[src/rtl/iob_soc_versat_ddr_init_seq.sv]
// DDR bring-up sequencer: pulses DDR sys_rst, waits for calibration, then releases the SoC reset.
// Define IOB_SOC_VERSAT_DDR_INIT_RETRY_EN to retry timed-out calibration up to MAX_RETRIES times.
module iob_soc_versat_ddr_init_seq #(
    parameter int unsigned RST_CYCLES  = 16,
    parameter int unsigned CAL_TIMEOUT = 2000000,
    parameter int unsigned HOLD_CYCLES = 10,
    parameter int unsigned MAX_RETRIES = 3,
    parameter int unsigned CNT_W       = 24,
    localparam int unsigned RETRY_W    = 4
) (
    input  logic               clk_i,
    input  logic               arstn_i,
    input  logic               calib_done_i,
    input  logic               start_i,
    output logic               ddr_sys_rst_o,
    output logic               soc_arst_o,
    output logic               ready_o,
    output logic               error_o,
    output logic               lost_o,
    output logic [RETRY_W-1:0] retries_o,
    output logic [2:0]         state_o
);

`ifdef IOB_SOC_VERSAT_DDR_INIT_RETRY_EN
    localparam bit RETRY_EN = 1'b1;
`else
    localparam bit RETRY_EN = 1'b0;
`endif

    localparam logic [CNT_W-1:0]   RST_LAST    = CNT_W'(RST_CYCLES - 1);
    localparam logic [CNT_W-1:0]   CAL_LAST    = CNT_W'(CAL_TIMEOUT - 1);
    localparam logic [CNT_W-1:0]   HOLD_LAST   = CNT_W'(HOLD_CYCLES - 1);
    localparam logic [CNT_W-1:0]   CNT_MAX     = '1;
    localparam logic [RETRY_W-1:0] RETRY_LIMIT = RETRY_W'(MAX_RETRIES);

    typedef enum logic [2:0] {
        DDR_RST  = 3'd0,
        WAIT_CAL = 3'd1,
        HOLD     = 3'd2,
        RUN      = 3'd3,
        FAIL     = 3'd4
    } state_t;

    state_t               state_q;
    state_t               state_d;
    logic [CNT_W-1:0]     cnt_q;
    logic [CNT_W-1:0]     cnt_d;
    logic [RETRY_W-1:0]   retries_d;
    logic                 lost_d;
    logic                 cal_meta;
    logic                 cal_s;
    logic                 can_retry;

    assign state_o   = state_q;
    assign can_retry = RETRY_EN && (retries_o < RETRY_LIMIT);

    // Next-state decision; start_i overrides every other transition
    always_comb begin
        state_d   = state_q;
        cnt_d     = (cnt_q == CNT_MAX) ? cnt_q : cnt_q + CNT_W'(1);
        retries_d = retries_o;
        lost_d    = 1'b0;
        if (start_i) begin
            state_d   = DDR_RST;
            cnt_d     = '0;
            retries_d = '0;
        end else begin
            case (state_q)
                DDR_RST: begin
                    if (cnt_q == RST_LAST) begin
                        state_d = WAIT_CAL;
                        cnt_d   = '0;
                    end
                end
                WAIT_CAL: begin
                    if (cal_s) begin
                        state_d = HOLD;
                        cnt_d   = '0;
                    end else if (cnt_q == CAL_LAST) begin
                        cnt_d = '0;
                        if (can_retry) begin
                            state_d   = DDR_RST;
                            retries_d = retries_o + RETRY_W'(1);
                        end else begin
                            state_d = FAIL;
                        end
                    end
                end
                HOLD: begin
                    if (!cal_s) begin
                        state_d = DDR_RST;
                        cnt_d   = '0;
                    end else if (cnt_q == HOLD_LAST) begin
                        state_d = RUN;
                        cnt_d   = '0;
                    end
                end
                RUN: begin
                    cnt_d = '0;
                    if (!cal_s) begin
                        state_d   = DDR_RST;
                        retries_d = '0;
                        lost_d    = 1'b1;
                    end
                end
                FAIL: begin
                    cnt_d = '0;
                end
                default: begin
                    state_d = DDR_RST;
                    cnt_d   = '0;
                end
            endcase
        end
    end

    // State, counter, synchroniser and registered outputs decoded from the next state
    always_ff @(posedge clk_i or negedge arstn_i) begin
        if (!arstn_i) begin
            cal_meta      <= 1'b0;
            cal_s         <= 1'b0;
            state_q       <= DDR_RST;
            cnt_q         <= '0;
            retries_o     <= '0;
            lost_o        <= 1'b0;
            ddr_sys_rst_o <= 1'b1;
            soc_arst_o    <= 1'b1;
            ready_o       <= 1'b0;
            error_o       <= 1'b0;
        end else begin
            cal_meta      <= calib_done_i;
            cal_s         <= cal_meta;
            state_q       <= state_d;
            cnt_q         <= cnt_d;
            retries_o     <= retries_d;
            lost_o        <= lost_d;
            ddr_sys_rst_o <= (state_d == DDR_RST);
            soc_arst_o    <= (state_d != RUN);
            ready_o       <= (state_d == RUN);
            error_o       <= (state_d == FAIL);
        end
    end

endmodule

[config.mk]
export PLATFORM = sky130hd
export DESIGN_NAME = iob_soc_versat_ddr_init_seq
export DESIGN_NICKNAME = d
export VERILOG_FILES = /design/src/rtl/iob_soc_versat_ddr_init_seq.sv
export SDC_FILE = /design/constraint.sdc
export NUM_CORES = 1
export LEC_CHECK = 0
export CAP_MARGIN = 10
export CORE_ASPECT_RATIO = 0.75
export CORE_UTILIZATION = 48
export DETAILED_ROUTE_END_ITERATION = 7
export GPL_ROUTABILITY_DRIVEN = 1
export PLACE_DENSITY = 0.8
export SYNTH_ARGS = -nofsm -noshare
export SYNTH_HDL_FRONTEND = slang
export SYNTH_SLANG_ARGS = --single-unit
[constraint.sdc]
create_clock -name clk_i -period 2.5 [get_ports clk_i]
set_input_delay 0.5 -clock clk_i [delete_from_list [all_inputs] [get_ports clk_i]]
set_output_delay 0.5 -clock clk_i [all_outputs]
set_load 0.005 [all_outputs]
---- Word-level counts from Yosys, hierarchy flattened ----
Cells that the tools add are included.
word-level totals
  flip-flop bits (word level) ............. 38
  input port bits ......................... 4
  output and inout port bits .............. 12
  logic and storage cells ................. 49
operators by class
  add/sub/neg operators ................... 1
  equality and inequality tests ........... 12
  mux-type cells .......................... 22
  reductions and logical operators ........ 4
operators by type and width
  cell                                                                     number
  24-bit two-way mux                                                       7
  24-bit one-hot mux with 3 select lines                                   1
  24-bit by 4-bit equality test with 1-bit output, second input constant   2
  24-bit by 1-bit adder with 24-bit output, second input constant          1
  24-bit by 21-bit equality test with 1-bit output, second input constant  1
  24-bit equality test, second input constant                              1
  3-bit two-way mux                                                        7
  3-bit one-hot mux with 5 select lines                                    1
  4-bit two-way mux                                                        3
  3-bit by 2-bit equality test with 1-bit output, second input constant    3
  3-bit equality test, second input constant                               2
  3-bit logical NOT                                                        2
  3-bit by 1-bit equality test with 1-bit output, second input constant    1
  1-bit two-way mux                                                        3
  3-bit by 2-bit != test with 1-bit output, second input constant          1
  2-bit != test, second input constant                                     1
  2-bit AND reduction                                                      1
  2-bit nonzero test                                                       1

---- Logic depth before layout (Yosys ltp) ----
Gate-level depths: netlist of run 1.
  depth after elaboration ................. 6
  depth in mapped cells ................... 9
  gate-level depth less buffers ........... 7

---- Worst setup path after synthesis of run 1 ----
OpenSTA, ideal clock, no wires.
  kind .................................... register to register
  start point ............................. register cnt_q[0]
  end point ............................... register cnt_q[19]
  setup time .............................. 0.082 ns
  data arrival time ....................... 2.233 ns
  data required time ...................... 2.418 ns
  setup slack ............................. 0.184 ns
  cell stages (with the launch flop) ...... 9
  buffers on the path ..................... 2
  clock period less this slack ............ 2.316 ns
  path through ............................ dfrtp_1 ha_1 and3_1 buf_2 and4_1 clkbuf_1 or4_4 or3_1 a22oi_2
on the way
  word-level cells in the longest chain between the ends .. 6
  elaborated cells between the ends (all ways) .. 13
  classes of those cells .................. add/sub: 1; eq/ne: 4; mux: 8
ends and longest elaborated chain
  element                                                                                  RTL line  text
  from (decl)                                                                              46        logic [CNT_W-1:0] cnt_q;
  from (signal assigned)                                                                   134       cnt_q <= cnt_d;
  24-bit by 1-bit adder with 24-bit output / 24-bit equality test (equally long branches)  60        cnt_d = (cnt_q == CNT_MAX) ? cnt_q : cnt_q + CNT_W'(1);
  24-bit two-way mux                                                                       60
  24-bit two-way mux (on tied branches)                                                    93, 79
  24-bit two-way mux (on tied branches)                                                    90, 76
  24-bit one-hot mux with 3 select lines *                                                 68        case (state_q)
  24-bit two-way mux *                                                                     63        if (start_i) begin
  via cnt_d[19]                                                                            47        logic [CNT_W-1:0] cnt_d;
The timed path passes the listed nets; every way through them passes the cells marked *.
A chain may end at the register's enable or synchronous reset.

---- Worst setup path after layout of run 1 ----
Same ends and word-level chain as after synthesis.

==> flow_metrics.py, run 1 <==
metrics = {
    "run_status": {
        "run_status": "finished clean",
    },
    "synth": {
        "synth_edf_count": 0,
        "ys.flop_type": "dfrtp_1",
        "ys_async_sr_fraction": 1.000,
        "yosys.area.top_type_share": 0.4092,
        "ys_warn_count": 0,
        "avgSynthCellArea_um2": 9.363,
        "synth_cell_types": 44,
        "synth_cells": 209,
        "yosysSeqAreaShare": 0.4361,
        "synth_area_leaders": "dfrtp_1 41%, a21oi_1 5.9%, xor2_1 3.6%",
        "yosysTopAreaCell": "dfrtp_1",
        "syn_area_mm2": 0.001957,
        "ys_ff_latch": 34,
    },
    "clock_tree": {
        "holdBufCountCts": 0,
        "numCtsBuffers": 5,
        "cts.sinks": 34,
        "cts_tree": "done",
        "htreeDepth": 2,
        "clk_path_buf_depth": 2,
        "clock_latency_ps": 290,
        "root_buffer": "clkbuf_8",
        "post-cts-setup-buffer-count": 0,
        "path_clk_slew_ps": 70,
        "ctsResizeCount": 0,
    },
    "global_routing": {
        "grt_pass1_wl_um": 7334,
        "grt_max_degree": 35,
        "grt_pass1_vias": 1468,
        "grt_usage": 0.2302,
        "grt.overflow.total": 0,
        "antenna_found_initial": 0,
    },
    "pwr": {
        "p_clk_frac": 0.411,
        "power_density_mw_per_mm2": 468.1,
        "power_frac_comb": 0.041,
        "finalPower_mw": 1.028,
        "internal-power_uw": 793.8,
        "power.share.sequential": 0.548,
        "leakagePower_nw": 0.8771,
        "switchingPower_uw": 234.0,
        "vdd_ir_drop_max_v": 0.0002660,
        "switching_share": 0.2277,
    },
    "worst_hold_path": {
        "hold_path_end": "cal_s",
        "hold_start": "cal_meta",
        "min_delay_path_depth": 0,
        "hold_class": "flop to flop",
    },
    "worst_setup_path": {
        "worst-endpoint-arrival_ps": 2570,
        "r2r_setup_slack_ps": 150,
        "startpoint_type": "flop",
        "crit_type": "flop to flop",
        "crit_fanout": 8,
        "worstPathRequired_ps": 2720,
        "worstSetupEndpointType": "flop",
        "r2r-start": "cnt_q[0]",
        "regToRegEndpoint": "cnt_q[19]",
        "reg2reg_depth": 6,
    },
    "timing": {
        "hold_violations": 0,
        "setup_viol": 0,
        "worst_slack_ps": 150.0,
        "period_minus_slack_ps": 2350,
        "rsz0062_at_grt": "no",
        "slew_headroom": 0.6633,
        "max_freq_mhz": 425.5,
        "worstMarginPinSlew_ps": 500.4,
        "slew_viol_final": 0,
        "finClkSkew_ps": 7.446,
        "fin_tns_setup_ps": 0,
        "min_period_over_period": 0.9400,
    },
    "floorplan": {
        "die-height_um": 57.30,
        "die_x_um": 75.73,
        "std_cell_rows": 19,
        "dieArea_mm2": 0.004339,
        "start_util": 0.5177,
        "io-pin-count": 16,
        "core-area_mm2": 0.003780,
    },
    "routing": {
        "drc": 0,
        "drt-initial-drc-count": 171,
        "wl_per_cell_um": 15.43,
        "first_pass_iters": 4,
        "routed_wl_um": 4213,
        "via_count": 1637,
        "viasPerCell": 5.996,
        "ant_nets": 0,
    },
    "layout": {
        "num_antenna_cells": 0,
        "drive_above_1_share": 0.1176,
        "design_area_mm2": 0.002196,
        "layout_commonest_cell": "dfrtp_1",
        "layout_common_cells": "32 x dfrtp_1, 23 x a21oi_1, 11 x clkdlybuf4s50_1",
        "layoutNonFillerInstCount": 273,
        "syn_to_final_growth_pct": 12.21,
        "fin_nets": 226,
    },
    "placed_design": {
        "numPortBuffers": 11,
        "gp_congestion": 0.9377,
        "place.detailed.hpwl_um": 3004,
        "place_area_mm2": 0.002103,
        "dp_cells": 265,
        "post-place-ws_ps": 132.4,
    },
    "job": {
        "cap_viol_max_count": 0,
    },
}
## Yosys cell counts (6+ instances only)
master,n
a21oi_1,23
clkbuf_1,6
dfrtp_1,32
inv_1,6
nand2_1,8
nand3_1,9
nand4_1,9
nor2_1,9
nor3_1,10
nor4_1,8
o211ai_1,6
o21ai_0,7
xnor2_1,7
xor2_1,8
## cells by family (layout without fill, tap and decap cells)
logic type | Yosys count | after routing | share of synthesized area
simple gates | 83 | 83 | 0.2545
compound gates | 52 | 52 | 0.1726
flops | 34 | 34 | 0.4361
buf+inv | 22 | 31 | 0.05499
xor+xnor | 15 | 15 | 0.06714
fa+ha+maj | 2 | 2 | 0.01279
other cells | 1 | 4 | 0.001916
## power by group through the flow
stage | sequential [mW] | clock [mW] | combinational [mW]
2_1_floorplan | 0.572 | 0 | 0.0236
3_3_place_gp | 0.573 | 0 | 0.0421
3_5_place_dp | 0.573 | 0 | 0.0428
4_1_cts | 0.563 | 0.433 | 0.0432
5_1_grt | 0.564 | 0.459 | 0.0490
6_report | 0.563 | 0.423 | 0.0419
## cell type report
type                    instances  area (um^2)
clock buffers                   7        86.33
well taps                      52        65.06
repair buffers                 17        155.1
inverters                       6        22.52
multi-input cells             156         1008
fillers                       308         1584
flip-flops and latches         34        853.3
clock inverters                 1        5.005
## sequential cells by signal (all words and copies together), names as in the netlist
signal,cells
cal_meta,1
state_o,3
ddr_sys_rst_o,1
lost_o,1
soc_arst_o,1
cal_s,1
ready_o,1
error_o,1
cnt_q,24
## worst max-delay path, cell delays in order (launching register included)
cell     delay [ps]
dfrtp_1         430
ha_1            260
and3_1          280
and4_1          260
or4_4           570
or3_1           340
a22oi_2         140
## through the flow
step           utilization  hold WS (ps)
2_1_floorplan            -         204.4
3_3_place_gp        0.5564         332.2
3_5_place_dp        0.5564         344.9
4_1_cts             0.5806         356.8
5_1_grt             0.5809         359.6
6_report            0.5809         351.8
## worst max path at each step
| stage | start | slack, ps | end |
|---|---|---|---|
| floorplan | cnt_q[0] | 180 | cnt_q[19] |
| global placement | start_i | 230 | cnt_q[14] |
| detailed placement | start_i | 130 | cnt_q[14] |
| CTS | cnt_q[0] | 160 | cnt_q[21] |
| global route | cnt_q[0] | 20 | cnt_q[19] |
| finish | cnt_q[0] | 150 | cnt_q[19] |
## metal layers
layer,share of wire,routed length (um),GRT usage,vias to the layer above
met5,0,0,0,-
met4,0.013,55,0.08466,0
met3,0.082,347,0.06007,7
met2,0.38,1621,0.2844,70
met1,0.52,2188,0.3750,768
li1,-,-,-,792
(Power assumes the default switching activity.)
==> run 2: changes to the inputs <==
--- a/config.mk
+++ b/config.mk
@@ -7,10 +7,10 @@
 export LEC_CHECK = 0
 export CAP_MARGIN = 10
 export CORE_ASPECT_RATIO = 0.75
-export CORE_UTILIZATION = 48
+export CORE_UTILIZATION = 45
 export DETAILED_ROUTE_END_ITERATION = 7
 export GPL_ROUTABILITY_DRIVEN = 1
-export PLACE_DENSITY = 0.8
+export PLACE_DENSITY = 0.76
 export SYNTH_ARGS = -nofsm -noshare
 export SYNTH_HDL_FRONTEND = slang
 export SYNTH_SLANG_ARGS = --single-unit
==> run 2 against run 1 <==
Compared with the run above: clock-buffer cell count down 1; final cell count up 1.1%; first-iteration DRC count down 56%; register-to-register slack better by 50 ps; setup slack better by 54 ps; die area up 6.5%; combinational power up 6.0%; via count up 0.86%; clock power up 24%; clock skew up 2.1 ps; critical path type unchanged.
==> flow_metrics.py, run 2 (synthesis gave the netlist of run 1 again) <==
metrics = {
    "timing": {
        "hold_violations": 0,
        "min_period_over_period": 0.9185,
        "max_freq_mhz": 435.5,
        "rsz0062_at_grt": "no",
        "finClkSkew_ps": 9.574,
        "setup_viol": 0,
        "period_minus_slack_ps": 2296,
        "slew_viol_final": 0,
        "fin_tns_setup_ps": 0,
    },
    "worst_hold_path": {
        "hold_start": "cal_meta",
        "hold_class": "flop to flop",
    },
    "worst_setup_path": {
        "worstSetupEndpointType": "flop",
        "crit_fanout": 7,
        "cp-startpoint": "cnt_q[0]",
        "worstPathRequired_ps": 2710,
        "worst-endpoint-arrival_ps": 2510,
        "slowest_delay_ps": 570,
        "r2r-start": "cnt_q[0]",
        "crit_type": "flop to flop",
        "crit_slowest_cell": "or4_4",
        "startpoint_type": "flop",
        "cp_cell_sequence": "ha_1 > and3_1 > and4_1 > or4_4 > or3_1 > a22oi_2",
    },
    "clock_tree": {
        "root_buffer": "clkbuf_8",
        "clock_latency_ps": 300,
        "ctsResizeCount": 0,
        "post-cts-setup-buffer-count": 0,
        "path_clk_slew_ps": 70,
        "holdBufCountCts": 0,
        "clk_path_buf_depth": 2,
        "cts.sinks": 34,
        "cts_tree": "done",
        "htreeDepth": 2,
        "numCtsBuffers": 5,
    },
    "global_routing": {
        "use_met2": 0.3120,
        "use_met3": 0.07231,
        "grt.busiest_layer": "met2",
        "antenna_found_initial": 0,
        "grtUsageMet1": 0.2915,
        "grt_usage": 0.2116,
        "grt_pass1_wl_um": 7410,
        "grt_max_degree": 35,
        "grt.overflow.total": 0,
        "grt_pass1_vias": 1535,
    },
    "routing": {
        "first_pass_iters": 4,
        "drt-initial-drc-count": 75,
        "drc": 0,
        "ant_nets": 0,
        "wl_per_cell_um": 15.90,
        "routed_wl_um": 4388,
        "via_count": 1651,
        "viasPerCell": 5.982,
    },
    "layout": {
        "fin_util": 0.5457,
        "design_area_mm2": 0.002240,
        "layoutNonFillerInstCount": 276,
        "layout_commonest_cell": "dfrtp_1",
        "drive_above_1_share": 0.1176,
        "largest_reg_flops": 24,
        "num_antenna_cells": 0,
        "largest-register": "cnt_q",
        "fin_nets": 227,
        "syn_to_final_growth_pct": 14.45,
        "layout_common_cells": "32 x dfrtp_1, 23 x a21oi_1, 11 x clkdlybuf4s50_1",
    },
    "placed_design": {
        "place_area_mm2": 0.002127,
        "numPortBuffers": 11,
        "gp_congestion": 0.9005,
        "dp_cells": 269,
        "place.detailed.hpwl_um": 2988,
    },
    "run_status": {
        "run_status": "finished clean",
    },
    "pwr": {
        "vdd_ir_drop_max_v": 0.0003635,
        "switchingPower_uw": 239.4,
        "power_frac_comb": 0.039,
        "leakagePower_nw": 0.8982,
        "power_density_mw_per_mm2": 505.4,
        "p_clk_frac": 0.463,
        "internal-power_uw": 892.4,
        "switching_share": 0.2116,
        "power.share.sequential": 0.498,
    },
    "floorplan": {
        "dieArea_mm2": 0.004619,
        "die_x_um": 78.15,
        "core-area_mm2": 0.004104,
        "die-height_um": 59.11,
        "std_cell_rows": 20,
        "io-pin-count": 16,
        "start_util": 0.4768,
    },
    "job": {
        "cap_viol_max_count": 0,
    },
}
-- run 2: changes by cell type in the layout (fill, tap and decap cells not counted) --
cell,change
a211o_1,+1
clkinv_2,-1
bufinv_16,+1
a211o_2,-1
buf_12,+1
clkbuf_1,-1
-- run 2: stage by stage --
step / power, mW / worst slack, ps / hold slack [ps]
after floorplan: 0.5952 / 184.5 / 204.4
after global placement: 0.6177 / 230.3 / 334.6
after detailed placement: 0.6184 / 150.4 / 334.7
after CTS: 1.130 / 197.5 / 349.7
after global routing: 1.162 / 77.60 / 364.0
final: 1.132 / 203.7 / 348.4
-- run 2: final timing paths --
check                        endpoint  slack (ps)  cells past startpoint
max                         cnt_q[21]         200                      6
min                             cal_s         350                      0
max reg2reg                 cnt_q[21]         200                      6
min reg2reg                     cal_s         350                      0
max in group asynchronous  soc_arst_o        1570                      2
min in group asynchronous    cnt_q[2]         600                      2
-- run 2: final cells by class --
type,instances,area (um^2)
clock buffer,6,82.58
clock inverter,1,30.03
fill,386,1864
inverter,6,22.52
multi-input combinational,156,1007
sequential,34,853.3
tap,55,68.82
timing repair buffer,18,175.2
-- run 2: per-layer routing --
| metal | vias to the layer above | part of all wire | routed length (um) |
|---|---|---|---|
| li1 | 797 | - | - |
| met3 | 7 | 0.075 | 331 |
| met4 | 0 | 0.013 | 56 |
| met1 | 791 | 0.47 | 2059 |
| met5 | - | 0 | 0 |
| met2 | 56 | 0.44 | 1940 |
-- run 2: worst max-delay path, delay by kind of cell (launching register included) --
family	cells	cell delay, ps
adders and majority gates	1	270
and+or+nand+nor	4	1360
DFF	1	440
AOI/OAI and AO/OA	1	140
-- run 2: power by group through the flow --
stage | Combinational (mW) | Clock (mW) | Sequential [mW]
floorplan | 0.0236 | 0 | 0.572
global placement | 0.0446 | 0 | 0.573
detailed placement | 0.0453 | 0 | 0.573
CTS | 0.0453 | 0.522 | 0.563
global route | 0.0509 | 0.547 | 0.564
finish | 0.0444 | 0.524 | 0.563
==> run 3: changes to the inputs <==
--- a/config.mk
+++ b/config.mk
@@ -6,7 +6,7 @@
 export NUM_CORES = 1
 export LEC_CHECK = 0
 export CAP_MARGIN = 10
-export CORE_ASPECT_RATIO = 0.75
+export CORE_ASPECT_RATIO = 2
 export CORE_UTILIZATION = 45
 export DETAILED_ROUTE_END_ITERATION = 7
 export GPL_ROUTABILITY_DRIVEN = 1
==> run 3 against run 2 <==
Compared with the run above: die area grew 0.29%; clock-buffer cell count grew 1; sequential power is essentially flat; maximum frequency shrank 2.2%; routed wire length grew 5.1%; critical endpoint is now cnt_q[19].
==> flow_metrics.py, run 3 (synthesis gave the netlist of run 1 again) <==
metrics = {
    "run_status": {
        "run_status": "finished clean",
    },
    "timing": {
        "setup_viol": 0,
        "period_minus_slack_ps": 2349,
        "fin_tns_setup_ps": 0,
        "min_period_over_period": 0.9395,
        "finClkSkew_ps": 3.757,
        "max_freq_mhz": 425.8,
        "hold_violations": 0,
        "slew_viol_final": 0,
        "rsz0062_at_grt": "no",
    },
    "layout": {
        "syn_to_final_growth_pct": 13.43,
        "layout_common_cells": "32 x dfrtp_1, 23 x a21oi_1, 11 x clkdlybuf4s50_1",
        "fin_nets": 226,
        "drive_above_1_share": 0.1131,
        "fin_util": 0.5376,
        "layout_commonest_cell": "dfrtp_1",
        "largest-register": "cnt_q",
        "num_antenna_cells": 0,
        "largest_reg_flops": 24,
        "design_area_mm2": 0.002220,
    },
    "placed_design": {
        "place_area_mm2": 0.002128,
        "gp_congestion": 0.8746,
        "numPortBuffers": 11,
        "place.detailed.hpwl_um": 3330,
    },
    "clock_tree": {
        "post-cts-setup-buffer-count": 0,
        "holdBufCountCts": 0,
        "htreeDepth": 2,
        "cts_tree": "done",
        "root_buffer": "clkbuf_8",
        "path_clk_slew_ps": 70,
        "clock_latency_ps": 290,
        "numCtsBuffers": 5,
        "cts.sinks": 34,
        "ctsResizeCount": 0,
        "clk_path_buf_depth": 2,
    },
    "floorplan": {
        "die_x_um": 48.63,
        "core-area_mm2": 0.004129,
        "die-height_um": 95.26,
        "std_cell_rows": 33,
        "dieArea_mm2": 0.004632,
        "io-pin-count": 16,
        "start_util": 0.4739,
    },
    "global_routing": {
        "grt.overflow.total": 0,
        "grt_usage": 0.2247,
        "grt_pass1_vias": 1653,
        "grt_pass1_wl_um": 7672,
        "antenna_found_initial": 0,
        "grt_max_degree": 35,
    },
    "worst_setup_path": {
        "cp-startpoint": "cnt_q[0]",
        "worst-endpoint-arrival_ps": 2560,
        "worstPathRequired_ps": 2710,
        "startpoint_type": "flop",
        "r2r-start": "cnt_q[0]",
        "crit_fanout": 8,
        "crit_type": "flop to flop",
        "worstSetupEndpointType": "flop",
    },
    "job": {
        "cap_viol_max_count": 0,
    },
    "pwr": {
        "power_density_mw_per_mm2": 459.4,
        "vdd_ir_drop_max_v": 0.0004150,
        "leakagePower_nw": 0.8903,
    },
    "routing": {
        "wl_per_cell_um": 16.89,
        "first_pass_iters": 4,
        "via_count": 1650,
        "drt-initial-drc-count": 61,
        "ant_nets": 0,
        "viasPerCell": 6.044,
        "routed_wl_um": 4611,
        "drc": 0,
    },
    "worst_hold_path": {
        "hold_start": "cal_meta",
        "hold_class": "flop to flop",
    },
}
==> run 3: report_power, final <==
part / internal [mW] / leakage (nW) / total, mW / switching (mW)
clock: 0.222 / 0.0482 / 0.410 / 0.188
combinational: 0.0179 / 0.381 / 0.0462 / 0.0283
sequential: 0.556 / 0.461 / 0.563 / 0.00738
==> run 3: path summary, 6_finish.rpt <==
check / to / slack [ps] / cells after the start
setup / recovery: cnt_q[19] / 150 / 6
hold / removal: cal_s / 350 / 0
setup reg to reg: cnt_q[19] / 150 / 6
hold reg to reg: cal_s / 350 / 0
max in group asynchronous: ddr_sys_rst_o / 1530 / 2
min in group asynchronous: cal_s / 620 / 2
==> run 3: per-layer routing <==
layer  global-route usage  vias to the layer above  routed length, um
li1                     -                      791                  -
met1               0.2153                      778               1702
met2               0.4120                       62               2516
met3              0.04785                       19                185
met4               0.1691                        0                206
met5                    0                        -                  0
==> run 3: worst max-delay path, cell delays in order (launching register included) <==
cell,delay (ps)
dfrtp_1,430
ha_1,260
and3_1,270
and4_1,260
or4_4,560
or3_1,340
a22oi_2,150
==> run 3: area by class of cell <==
type | count | area, um^2
clock buffer | 7 | 86.33
clock inverter | 1 | 5.005
sequential | 34 | 853.3
timing repair buffer | 17 | 180.2
fill | 377 | 1909
multi-input combinational | 156 | 1007
inverter | 6 | 22.52
tap | 52 | 65.06
==> run 3: metrics by stage <==
step	std cells	setup WS (ps)	hold WS, ps	power (mW)
after global placement	265	251.4	332.2	0.6183
after CTS	273	158.7	354.7	1.032
after global routing	273	67.05	354.8	1.058
after detailed placement	265	193.3	337.8	0.6197
final	273	151.4	351.5	1.020
after floorplan	212	184.5	204.4	0.5952
